### config.mk
export PLATFORM = sky130hd
export DESIGN_NAME = conv_pixel_streamer
export DESIGN_NICKNAME = d
export VERILOG_FILES = /design/src/rtl/conv_pkg.sv /design/src/rtl/conv_pixel_fifo.sv /design/src/rtl/conv_pixel_streamer.sv
export SDC_FILE = /design/constraint.sdc
export NUM_CORES = 1
export LEC_CHECK = 0
export CAP_MARGIN = 20
export CELL_PAD_IN_SITES_DETAIL_PLACEMENT = 1
export CELL_PAD_IN_SITES_GLOBAL_PLACEMENT = 2
export CORE_MARGIN = 3
export CORE_UTILIZATION = 30
export DETAILED_ROUTE_END_ITERATION = 12
export PLACE_DENSITY_LB_ADDON = 0.1
export REMOVE_ABC_BUFFERS = 1
export SLEW_MARGIN = 20
export SYNTH_ARGS = -nofsm -noshare
export SYNTH_HDL_FRONTEND = slang
export SYNTH_SLANG_ARGS = --single-unit
### constraint.sdc
create_clock -name clk -period 11.69 [get_ports clk]
set_input_delay 1.169 -clock clk [delete_from_list [all_inputs] [get_ports clk]]
set_output_delay 1.169 -clock clk [all_outputs]
set_load 0.02 [all_outputs]
### src/rtl/conv_pkg.sv
// Shared constants for the conv pixel/kernel streamer.
// CONV_STREAM_PACK_EN selects three pixels per PIXEL write.
package conv_pkg;

  localparam logic [1:0] REG_CTRL   = 2'd0;
  localparam logic [1:0] REG_PIXEL  = 2'd1;
  localparam logic [1:0] REG_KERNEL = 2'd2;
  localparam logic [1:0] REG_STATUS = 2'd3;

  localparam int CTRL_START   = 0;
  localparam int CTRL_ABORT   = 1;
  localparam int CTRL_KRELOAD = 2;

  typedef logic [1:0] state_t;
  localparam state_t ST_IDLE   = 2'd0;
  localparam state_t ST_STREAM = 2'd1;
  localparam state_t ST_DONE   = 2'd2;

  localparam int STS_LEVEL   = 0;
  localparam int STS_LEVEL_W = 5;
  localparam int STS_BUSY    = 5;
  localparam int STS_KLOAD   = 6;
  localparam int STS_KOVR    = 7;
  localparam int STS_DONE    = 8;
  localparam int STS_CNT     = 16;
  localparam int STS_CNT_W   = 16;

`ifdef CONV_STREAM_PACK_EN
  localparam int PACK_N = 3;
`else
  localparam int PACK_N = 1;
`endif

endpackage

### src/rtl/conv_pixel_fifo.sv
// Pixel FIFO with a PACK_N-wide write port and single pop.
// Width of the write port follows CONV_STREAM_PACK_EN via conv_pkg.
module conv_pixel_fifo
  import conv_pkg::*;
#(
  parameter int DEPTH = 16,
  parameter int W     = 9,
  parameter int NP    = PACK_N,
  localparam int AW   = $clog2(DEPTH),
  localparam int LW   = $clog2(DEPTH + 1)
) (
  input  logic          clk,
  input  logic          reset_n,
  input  logic          flush,
  input  logic          push,
  input  logic [NP*W-1:0] din,
  input  logic          pop,
  output logic [W-1:0]  dout,
  output logic [LW-1:0] level,
  output logic [LW-1:0] free,
  output logic          full,
  output logic          empty
);

  logic [W-1:0]  mem [DEPTH];
  logic [AW-1:0] wr_ptr;
  logic [AW-1:0] rd_ptr;

  // Caller guarantees room for NP entries and pop only when non-empty.
  always_ff @(posedge clk) begin
    if (push) begin
      for (int i = 0; i < NP; i++) begin
        mem[wr_ptr + AW'(i)] <= din[i*W +: W];
      end
    end
  end

  always_ff @(posedge clk or negedge reset_n) begin
    if (!reset_n) begin
      wr_ptr <= '0;
      rd_ptr <= '0;
      level  <= '0;
    end else if (flush) begin
      wr_ptr <= '0;
      rd_ptr <= '0;
      level  <= '0;
    end else begin
      if (push) wr_ptr <= wr_ptr + AW'(NP);
      if (pop)  rd_ptr <= rd_ptr + 1'b1;
      level <= level
             + (push ? LW'(NP) : '0)
             - (pop ? LW'(1) : '0);
    end
  end

  assign dout  = mem[rd_ptr];
  assign free  = LW'(DEPTH) - level;
  assign full  = (level == LW'(DEPTH));
  assign empty = (level == '0);

endmodule

### src/rtl/conv_pixel_streamer.sv
// Wishbone-fed pixel/kernel stream source for the convolver.
// CONV_STREAM_PACK_EN: PIXEL writes carry three pixels.
module conv_pixel_streamer
  import conv_pkg::*;
#(
  parameter int BITS        = 9,
  parameter int KERNEL_SIZE = 3,
  parameter int IMG_LENGTH  = 128,
  parameter int IMG_HEIGHT  = 128,
  parameter int FIFO_DEPTH  = 16
) (
  input  logic            clk,
  input  logic            reset_n,
  input  logic            wbs_stb_i,
  input  logic            wbs_cyc_i,
  input  logic            wbs_we_i,
  input  logic [3:0]      wbs_sel_i,
  input  logic [31:0]     wbs_adr_i,
  input  logic [31:0]     wbs_dat_i,
  output logic            wbs_ack_o,
  output logic [31:0]     wbs_dat_o,
  output logic            img_write_en,
  output logic [BITS-1:0] img_input,
  output logic            kernel_write_en,
  output logic [BITS-1:0] kernel_in,
  output logic            frame_done
);

  localparam int KK    = KERNEL_SIZE * KERNEL_SIZE;
  localparam int FRAME = IMG_LENGTH * IMG_HEIGHT;
  localparam int CW    = $clog2(FRAME + 1);
  localparam int KW    = $clog2(KK + 1);
  localparam int LW    = $clog2(FIFO_DEPTH + 1);
  localparam int PW    = PACK_N * BITS;

  state_t          state;
  logic [CW-1:0]   pix_cnt;
  logic [KW-1:0]   k_cnt;
  logic            k_ovr;
  logic            k_pend;
  logic [BITS-1:0] k_data;
  logic            done_sticky;

  logic [1:0]      reg_sel;
  logic            req;
  logic            wr_take;
  logic            ctrl_w;
  logic            pix_w;
  logic            kern_w;
  logic            kern_ok;
  logic            stat_r;
  logic            abort;
  logic            start;
  logic            reload;
  logic            pop;
  logic            push;
  logic            room;
  logic            accept;
  logic            last;
  logic            k_loaded;
  logic [31:0]     status;

  logic [BITS-1:0] f_dout;
  logic [LW-1:0]   f_level;
  logic [LW-1:0]   f_free;
  logic            f_full;
  logic            f_empty;
  logic [LW:0]     avail;
  logic            unused;

  assign reg_sel = wbs_adr_i[3:2];
  assign req     = wbs_cyc_i & wbs_stb_i & ~wbs_ack_o;
  assign wr_take = req & wbs_we_i & wbs_sel_i[0];
  assign ctrl_w  = wr_take & (reg_sel == REG_CTRL);
  assign pix_w   = wr_take & (reg_sel == REG_PIXEL);
  assign kern_w  = wr_take & (reg_sel == REG_KERNEL);
  assign stat_r  = req & ~wbs_we_i & (reg_sel == REG_STATUS);

  assign abort  = ctrl_w & wbs_dat_i[CTRL_ABORT];
  assign start  = ctrl_w & wbs_dat_i[CTRL_START]
                & ~abort & (state == ST_IDLE);
  assign reload = start & wbs_dat_i[CTRL_KRELOAD];

  assign k_loaded = (k_cnt == KW'(KK));
  assign kern_ok  = kern_w & ~k_loaded;

  assign pop  = (state == ST_STREAM) & ~f_empty & ~abort;
  assign last = pop & (pix_cnt == CW'(FRAME - 1));

  // A pop in the same cycle frees a slot for a waiting PIXEL write.
  assign avail  = {1'b0, f_free} + {{LW{1'b0}}, pop};
  assign room   = (~f_full | pop) & (avail >= (LW+1)'(PACK_N));
  assign push   = pix_w & room;
  assign accept = req & (~pix_w | room);

  assign unused = ^{wbs_adr_i[31:4], wbs_adr_i[1:0],
                    wbs_sel_i[3:1], wbs_dat_i[31:PW]};

  conv_pixel_fifo #(
    .DEPTH (FIFO_DEPTH),
    .W     (BITS),
    .NP    (PACK_N)
  ) u_fifo (
    .clk     (clk),
    .reset_n (reset_n),
    .flush   (abort),
    .push    (push),
    .din     (wbs_dat_i[PW-1:0]),
    .pop     (pop),
    .dout    (f_dout),
    .level   (f_level),
    .free    (f_free),
    .full    (f_full),
    .empty   (f_empty)
  );

  always_comb begin
    status = '0;
    status[STS_LEVEL +: STS_LEVEL_W] = STS_LEVEL_W'(f_level);
    status[STS_BUSY]  = (state == ST_STREAM);
    status[STS_KLOAD] = k_loaded;
    status[STS_KOVR]  = k_ovr;
    status[STS_DONE]  = done_sticky;
    status[STS_CNT +: STS_CNT_W] = STS_CNT_W'(pix_cnt);
  end

  always_ff @(posedge clk or negedge reset_n) begin
    if (!reset_n) begin
      state       <= ST_IDLE;
      pix_cnt     <= '0;
      done_sticky <= 1'b0;
    end else if (abort) begin
      state <= ST_IDLE;
    end else begin
      unique case (state)
        ST_IDLE: begin
          if (start) begin
            state       <= ST_STREAM;
            pix_cnt     <= '0;
            done_sticky <= 1'b0;
          end
        end
        ST_STREAM: begin
          if (pop) pix_cnt <= pix_cnt + 1'b1;
          if (last) state <= ST_DONE;
        end
        ST_DONE: begin
          state       <= ST_IDLE;
          done_sticky <= 1'b1;
        end
        default: state <= ST_IDLE;
      endcase
    end
  end

  always_ff @(posedge clk or negedge reset_n) begin
    if (!reset_n) begin
      k_cnt           <= '0;
      k_ovr           <= 1'b0;
      k_pend          <= 1'b0;
      k_data          <= '0;
      kernel_write_en <= 1'b0;
      kernel_in       <= '0;
    end else begin
      k_pend          <= kern_ok;
      kernel_write_en <= k_pend;
      kernel_in       <= k_pend ? k_data : '0;
      if (kern_ok) begin
        k_cnt  <= k_cnt + 1'b1;
        k_data <= wbs_dat_i[BITS-1:0];
      end
      if (kern_w && !kern_ok) k_ovr <= 1'b1;
      if (reload) begin
        k_cnt <= '0;
        k_ovr <= 1'b0;
      end
    end
  end

  always_ff @(posedge clk or negedge reset_n) begin
    if (!reset_n) begin
      wbs_ack_o    <= 1'b0;
      wbs_dat_o    <= '0;
      img_write_en <= 1'b0;
      img_input    <= '0;
      frame_done   <= 1'b0;
    end else begin
      wbs_ack_o    <= accept;
      wbs_dat_o    <= stat_r ? status : '0;
      img_write_en <= pop;
      img_input    <= pop ? f_dout : '0;
      frame_done   <= (state == ST_DONE) & ~abort;
    end
  end

endmodule

==> results of run 1 <==
-- worst max path at each step --
stage / from / endpoint / cells after the start
finish: wbs_we_i / u_fifo.level[4]$_DFF_PN0_ / 20
global route: wbs_we_i / u_fifo.level[4]$_DFF_PN0_ / 20
CTS: wbs_we_i / u_fifo.level[4]$_DFF_PN0_ / 20
detailed placement: wbs_we_i / u_fifo.level[4]$_DFF_PN0_ / 20
global placement: wbs_we_i / u_fifo.level[4]$_DFF_PN0_ / 20
floorplan: wbs_stb_i / u_fifo.level[4]$_DFF_PN0_ / 17
-- per-stage QoR --
step,cell area (um2),std cells,hold slack [ps],util (%)
3_5_place_dp,10730,1039,480.3,34.55
4_1_cts,11640,1089,493.7,37.45
5_1_grt,11640,1089,506.8,37.45
3_3_place_gp,10730,1039,470.3,34.55
2_1_floorplan,9472,566,442.6,-
6_report,11640,1089,489.9,37.45
-- metal layers --
layer	global-route usage (%)	up-vias
li1	-	2378
met1	17.37	2707
met3	1.885	32
met4	2.971	0
met2	23.27	81
met5	0	-
-- flip-flops by register name, indices dropped and copies added (netlist names), 4 cells and up --
signal,cells
u_fifo.mem,144
wbs_dat_o,24
pix_cnt,15
img_input,9
k_data,9
kernel_in,9
u_fifo.level,5
k_cnt,4
u_fifo.rd_ptr,4
u_fifo.wr_ptr,4
-- logic make-up after synthesis --
kind of cell,Yosys count
mux,56
compound gates,57
simple gates,141
xor+xnor,26
flops,236
buf+inv,53
fa+ha+maj,21
other cells,1
-- power breakdown --
part,internal (W),switching (W),leakage [nW]
Sequential,0.000930,0.0000620,2.53
Combinational,0.000238,0.000256,1.31
Clock,0.000526,0.000329,0.432
-- critical path: stages --
cell and delay, ps:
clkdlybuf4s50_1 730, nand4bb_1 230, or2_2 370, o21ai_1 170
inv_1 160, ha_1 250, ha_1 210, a21boi_0 120
mux2i_1 220, o31ai_2 100, buf_4 200, inv_1 70
ha_1 170, inv_1 60, fa_1 400, nor2_1 130
nor2_1 60, o21bai_1 150, xnor2_1 130, nor2_1 50
-- cells in the final DEF (no fill, tap or decap), types with 8 or more instances in the layout --
cell             Yosys  layout
inv_1               21      21
clkbuf_1            13       8
and2_1              38      38
nand2_1              9       9
a21oi_1             13      13
xnor2_1             22      22
nor2b_1             11      11
conb_1               1       8
mux4_2              36      36
buf_4                8      16
edfxtp_1           144     144
clkbuf_16            0      27
mux2i_1             11      11
clkdlybuf4s50_1      0      61
mux2_2               9       9
ha_1                20      20
a211oi_1            22      22
nor2_1              30      30
dfrtp_1             92      91
-- area by class of cell --
class / count / share of cell area [%]
sequential: 236 / 56.96
multi-input combinational: 309 / 24.08
clock buffer: 37 / 6.301
timing repair buffer: 77 / 6.280
tap: 396 / 4.258
clock inverter: 13 / 1.452
inverter: 21 / 0.6774
==> impl_metrics.py, run 1 <==
metrics = {
    "hold_path": {
        "whs_path_depth": 1,
        "min_to": "kernel_in[3]$_DFF_PN0_",
        "min_from": "k_data[3]$_DFFE_PN0P_",
        "hp-class": "flip-flop to flip-flop",
    },
    "pwr": {
        "p_leak_nw": 4.276,
        "max-vdd-ir-drop_mv": 0.09588,
        "p_total_w": 0.002341,
        "cellPowerDensity_mw_per_mm2": 201.1,
    },
    "floorplan": {
        "die-height_um": 184.9,
        "num_rows": 64,
        "pin_count": 127,
        "core_area_mm2": 0.03107,
        "fp.dieArea_mm2": 0.03420,
        "die_w_um": 184.9,
        "start_util_pct": 30.92,
    },
    "placement": {
        "io_buffers": 62,
        "gp_congestion": 0.7345,
        "post-place-ws_ps": 6335,
        "dpl.hpwl_um": 14170,
    },
    "yosys": {
        "async_flop_share_pct": 38.98,
        "synthMuxAreaShare_pct": 10.64,
        "synth_top_area_cell": "edfxtp_1",
        "yosys.area_share.adder_pct": 2.813,
        "synth_seq_area_share_pct": 68.98,
        "syn_area_mm2": 0.009607,
        "yosys-top-cells-area": "edfxtp_1 45%, dfrtp_1 24%, mux4_2 8.4%",
        "synth_compound_area_share_pct": 4.311,
        "netlist.area_leader.share_pct": 45.01,
        "ys_seq_elements": 236,
        "synth_top_family_by_area": "multiplexers",
        "synth_most_common_cell": "edfxtp_1",
        "yosys.area_share.simple_pct": 8.349,
        "synth_xor_area_share_pct": 2.370,
        "synth_common_cells": "144 x edfxtp_1, 92 x dfrtp_1, 38 x and2_1",
        "yosysWarnings": 0,
        "synth_edf_count": 144,
        "synth_ff_type": "edfxtp_1",
        "synth_area_per_cell_um2": 16.26,
        "synthDistinctLibCells": 54,
        "netlist_instances": 591,
    },
    "timing": {
        "rsz0062_at_grt": "false",
        "worst_slack_ps": 6935,
        "setup_viol": 0,
        "worst_pin_slew_ps": 919.3,
        "fin_crit_sh_pct": 40.67,
        "fin_skew_ps": 12.50,
        "max_freq_ghz": 0.2103,
        "fin_tns_setup_ps": 0,
        "slew_violations": 0,
        "min_period_ps": 4755,
        "finalHoldViolCount": 0,
        "relSlewSlack_pct": 38.71,
    },
    "detailed_routing": {
        "wl_met3_um": 787,
        "wl_met1_um": 9717,
        "avgRoutedWirePerCell_um": 20.27,
        "drcViolationCount": 0,
        "wirelength_um": 22080,
        "viasPerCell": 4.773,
        "dr_total_vias": 5198,
        "drtIter0Drc": 280,
        "top_layer": "met4",
        "dr_wl_met2_um": 11190,
        "first_pass_iters": 6,
        "ant_nets": 0,
    },
    "grt": {
        "grt_max_degree": 48,
        "grt_use_total_pct": 13.21,
        "grt_pass1_vias": 6020,
        "grt_pass1_wl_um": 34940,
        "grt_antenna_before_repair": 0,
        "grt_overflow_total": 0,
    },
    "setup_path": {
        "reg2reg_depth": 22,
        "arrival_ps": 5160,
        "reg2reg_from": "u_fifo.level[1]$_DFF_PN0_",
        "timing.reg2reg.setup_slack_ps": 7270,
        "start_kind": "input pin",
        "end_kind": "flip-flop",
        "crit_type": "input pin to flip-flop",
        "cp.required_ps": 12100,
        "cp_max_fo": 15,
        "reg2reg_to": "u_fifo.level[4]$_DFF_PN0_",
    },
    "layout": {
        "seq_area_mm2": 0.006628,
        "drive_gt1_share_pct": 16.31,
        "layout.nets": 766,
        "area_delta_synth_final_pct": 21.13,
        "n_antenna_cell": 0,
        "multi_input_area_mm2": 0.002801,
        "final.fill_count": 3129,
    },
    "clocking": {
        "cts.reportedPaths.clkPinSlew_ps": 60,
        "root_buffer": "clkbuf_16",
        "post_cts_buffers": 0,
        "cts_resized": 0,
        "tritoncts": "done",
        "clock_latency_ps": 530,
        "htree_num_levels": 1,
        "clock-sinks": 236,
        "numCtsBuffers": 27,
        "clock_path_buffers": 3,
        "post_cts_hold_buffer_count": 0,
    },
    "run_status": {
        "status": "finished clean",
    },
    "run": {
        "max-cap-violations": 0,
    },
}
Note: power is estimated with default switching activity, not from simulation.
==> run 2, diff against run 1 <==
==> constraint.sdc (replaced) <==
create_clock -name clk -period 4.55 [get_ports clk]
set_input_delay 0.455 -clock clk [delete_from_list [all_inputs] [get_ports clk]]
set_output_delay 0.455 -clock clk [all_outputs]
set_load 0.02 [all_outputs]
==> run 2 against run 1 <==
  * Sequential power increased to 2.6 times the previous value
  * Critical endpoint is now u_fifo.mem[5][2]$_DFFE_PP_
  * Clock power increased to 2.7 times the previous value
  * Clock-buffer cell count decreased by 1
  * Critical path type is now flip-flop to flip-flop
  * Setup slack got worse by 6200 ps
  * Highest routed layer unchanged
  * Register-to-register slack got worse by 6600 ps
  * Cell area increased by 1.1%
  * Non-clock buffer count increased by 13
==> impl_metrics.py, run 2 (synthesized netlist as in run 1, its figures left out) <==
metrics = {
    "setup_path": {
        "start_kind": "flip-flop",
        "arrival_ps": 4000,
        "timing.reg2reg.setup_slack_ps": 700,
        "critPathBufInv": 4,
        "reg2reg_to": "u_fifo.mem[5][2]$_DFFE_PP_",
        "crit_type": "flip-flop to flip-flop",
        "path_common_cell": "ha_1",
        "cpMaxStageDelayCell": "and2_1",
        "worstSetupPathDepth": 16,
        "crit_end": "u_fifo.mem[5][2]$_DFFE_PP_",
        "reg2reg_from": "u_fifo.level[1]$_DFF_PN0_",
        "cp.required_ps": 4700,
        "cp-startpoint": "u_fifo.level[1]$_DFF_PN0_",
        "cp_max_fo": 14,
        "path_cells": "inv_1, ha_1, and2_1, ha_1, nor3b_2, buf_4, o21ai_1, inv_1, ha_1, ha_1, a21boi_0, mux2i_1, o31ai_2, buf_4, nor3_1, and2_1",
        "cpPeakStageDelay_ps": 560,
        "crit_family": "simple AND/OR/NAND/NOR gates",
        "reg2reg_depth": 16,
        "end_kind": "flip-flop",
    },
    "detailed_routing": {
        "drtIter0Drc": 191,
        "dr_total_vias": 5260,
        "wirelength_um": 22390,
        "drcViolationCount": 0,
        "first_pass_iters": 4,
        "ant_nets": 0,
        "viasPerCell": 4.777,
        "avgRoutedWirePerCell_um": 20.33,
    },
    "run_status": {
        "status": "finished clean",
    },
    "floorplan": {
        "pin_count": 127,
        "core_area_mm2": 0.03107,
        "die-height_um": 184.9,
        "die_w_um": 184.9,
        "start_util_pct": 30.92,
        "num_rows": 64,
        "fp.dieArea_mm2": 0.03420,
    },
    "run": {
        "max-cap-violations": 0,
    },
    "clocking": {
        "htree_num_levels": 1,
        "cts_resized": 0,
        "post_cts_buffers": 0,
        "clock-sinks": 236,
        "cts.reportedPaths.clkPinSlew_ps": 60,
        "clock_path_buffers": 3,
        "clock_latency_ps": 520,
        "tritoncts": "done",
        "numCtsBuffers": 27,
        "root_buffer": "clkbuf_16",
    },
    "placement": {
        "gp_congestion": 0.7281,
        "dpl.hpwl_um": 14340,
        "io_buffers": 62,
        "placed_area_mm2": 0.01082,
    },
    "layout": {
        "final_cell_mix": "144 x edfxtp_1, 91 x dfrtp_1, 61 x clkdlybuf4s50_1",
        "layout.nets": 779,
        "area_delta_synth_final_pct": 22.47,
        "reg_top3": "u_fifo.mem x144, wbs_dat_o x24, pix_cnt x15",
        "drive_gt1_share_pct": 17.59,
        "top_register": "u_fifo.mem",
        "stdcell_area_mm2": 0.01177,
        "n_antenna_cell": 0,
        "largest_reg_flops": 144,
        "final_common_cell": "edfxtp_1",
    },
    "timing": {
        "fin_crit_sh_pct": 84.64,
        "setup_viol": 0,
        "rsz0062_at_grt": "false",
        "finalHoldViolCount": 0,
        "min_period_ps": 3851,
        "slew_violations": 0,
        "worst_pin_slew_ps": 892.9,
        "hold_ws_ps": 490.1,
        "fin_skew_ps": 7.324,
        "relSlewSlack_pct": 40.48,
        "max_freq_ghz": 0.2597,
    },
    "pwr": {
        "p_total_w": 0.006110,
        "max-vdd-ir-drop_mv": 0.3025,
        "p_leak_nw": 4.362,
        "cellPowerDensity_mw_per_mm2": 519.3,
    },
    "hold_path": {
        "hp-class": "flip-flop to flip-flop",
    },
    "grt": {
        "grt_max_degree": 48,
        "grt_overflow_total": 0,
        "grt_pass1_vias": 5969,
        "grt_use_total_pct": 13.42,
        "grt_pass1_wl_um": 35320,
        "grt_antenna_before_repair": 0,
    },
}
run 2: worst min path at each step:
stage,from,endpoint,cells past startpoint
global placement,k_data[2]$_DFFE_PN0P_,kernel_in[2]$_DFF_PN0_,1
floorplan,reset_n,done_sticky$_DFFE_PN0P_,0
global route,k_data[2]$_DFFE_PN0P_,kernel_in[2]$_DFF_PN0_,1
CTS,k_data[2]$_DFFE_PN0P_,kernel_in[2]$_DFF_PN0_,1
finish,k_data[2]$_DFFE_PN0P_,kernel_in[2]$_DFF_PN0_,1
detailed placement,k_data[2]$_DFFE_PN0P_,kernel_in[2]$_DFF_PN0_,1
run 2: power breakdown:
group	switching, W	leakage [nW]	internal [W]
Combinational	0.000600	1.38	0.000619
Clock	0.000825	0.451	0.00144
Sequential	0.000231	2.53	0.00239
run 2: layout make-up:
class | count | area, um2
Timing Repair Buffer | 90 | 830.8
Fill cell | 3099 | 19300
Sequential cell | 236 | 6630
Inverter | 21 | 78.83
Clock buffer | 36 | 719.4
Tap cell | 396 | 495.5
Multi-Input combinational cell | 309 | 2796
Clock inverter | 13 | 214.0
run 2: metrics by stage:
stage                     cells  utilization, %  TNS, ps  worst slack [ps]
after floorplan             566               -    -2223            -396.0
after global placement     1051           34.82        0             385.4
after detailed placement   1051           34.82        0             260.6
after CTS                  1101           37.86        0             641.9
after global routing       1101           37.87        0             256.7
final                      1101           37.87        0             699.1
run 2: per-layer routing:
layer | GRT usage [%] | share of wire, % | vias to the layer above
met4 | 2.881 | 1.5 | 0
met5 | 0 | 0 | -
met1 | 17.30 | 44 | 2752
met3 | 2.082 | 3.5 | 29
li1 | - | - | 2397
met2 | 23.99 | 51 | 82
run 2: timing repair:
item | CTS | global route
endpoints found under the setup margin | 0 | 0
hold endpoints to repair | 5 | 0
hold buffers | 1 | 0
run 2: worst reg2reg max path: stages (launching register included):
cell	delay, ps
dfrtp_1	410
inv_1	160
ha_1	210
and2_1	170
ha_1	210
nor3b_2	60
buf_4	170
o21ai_1	100
inv_1	80
ha_1	220
ha_1	210
a21boi_0	120
mux2i_1	230
o31ai_2	130
buf_4	210
nor3_1	230
and2_1	560
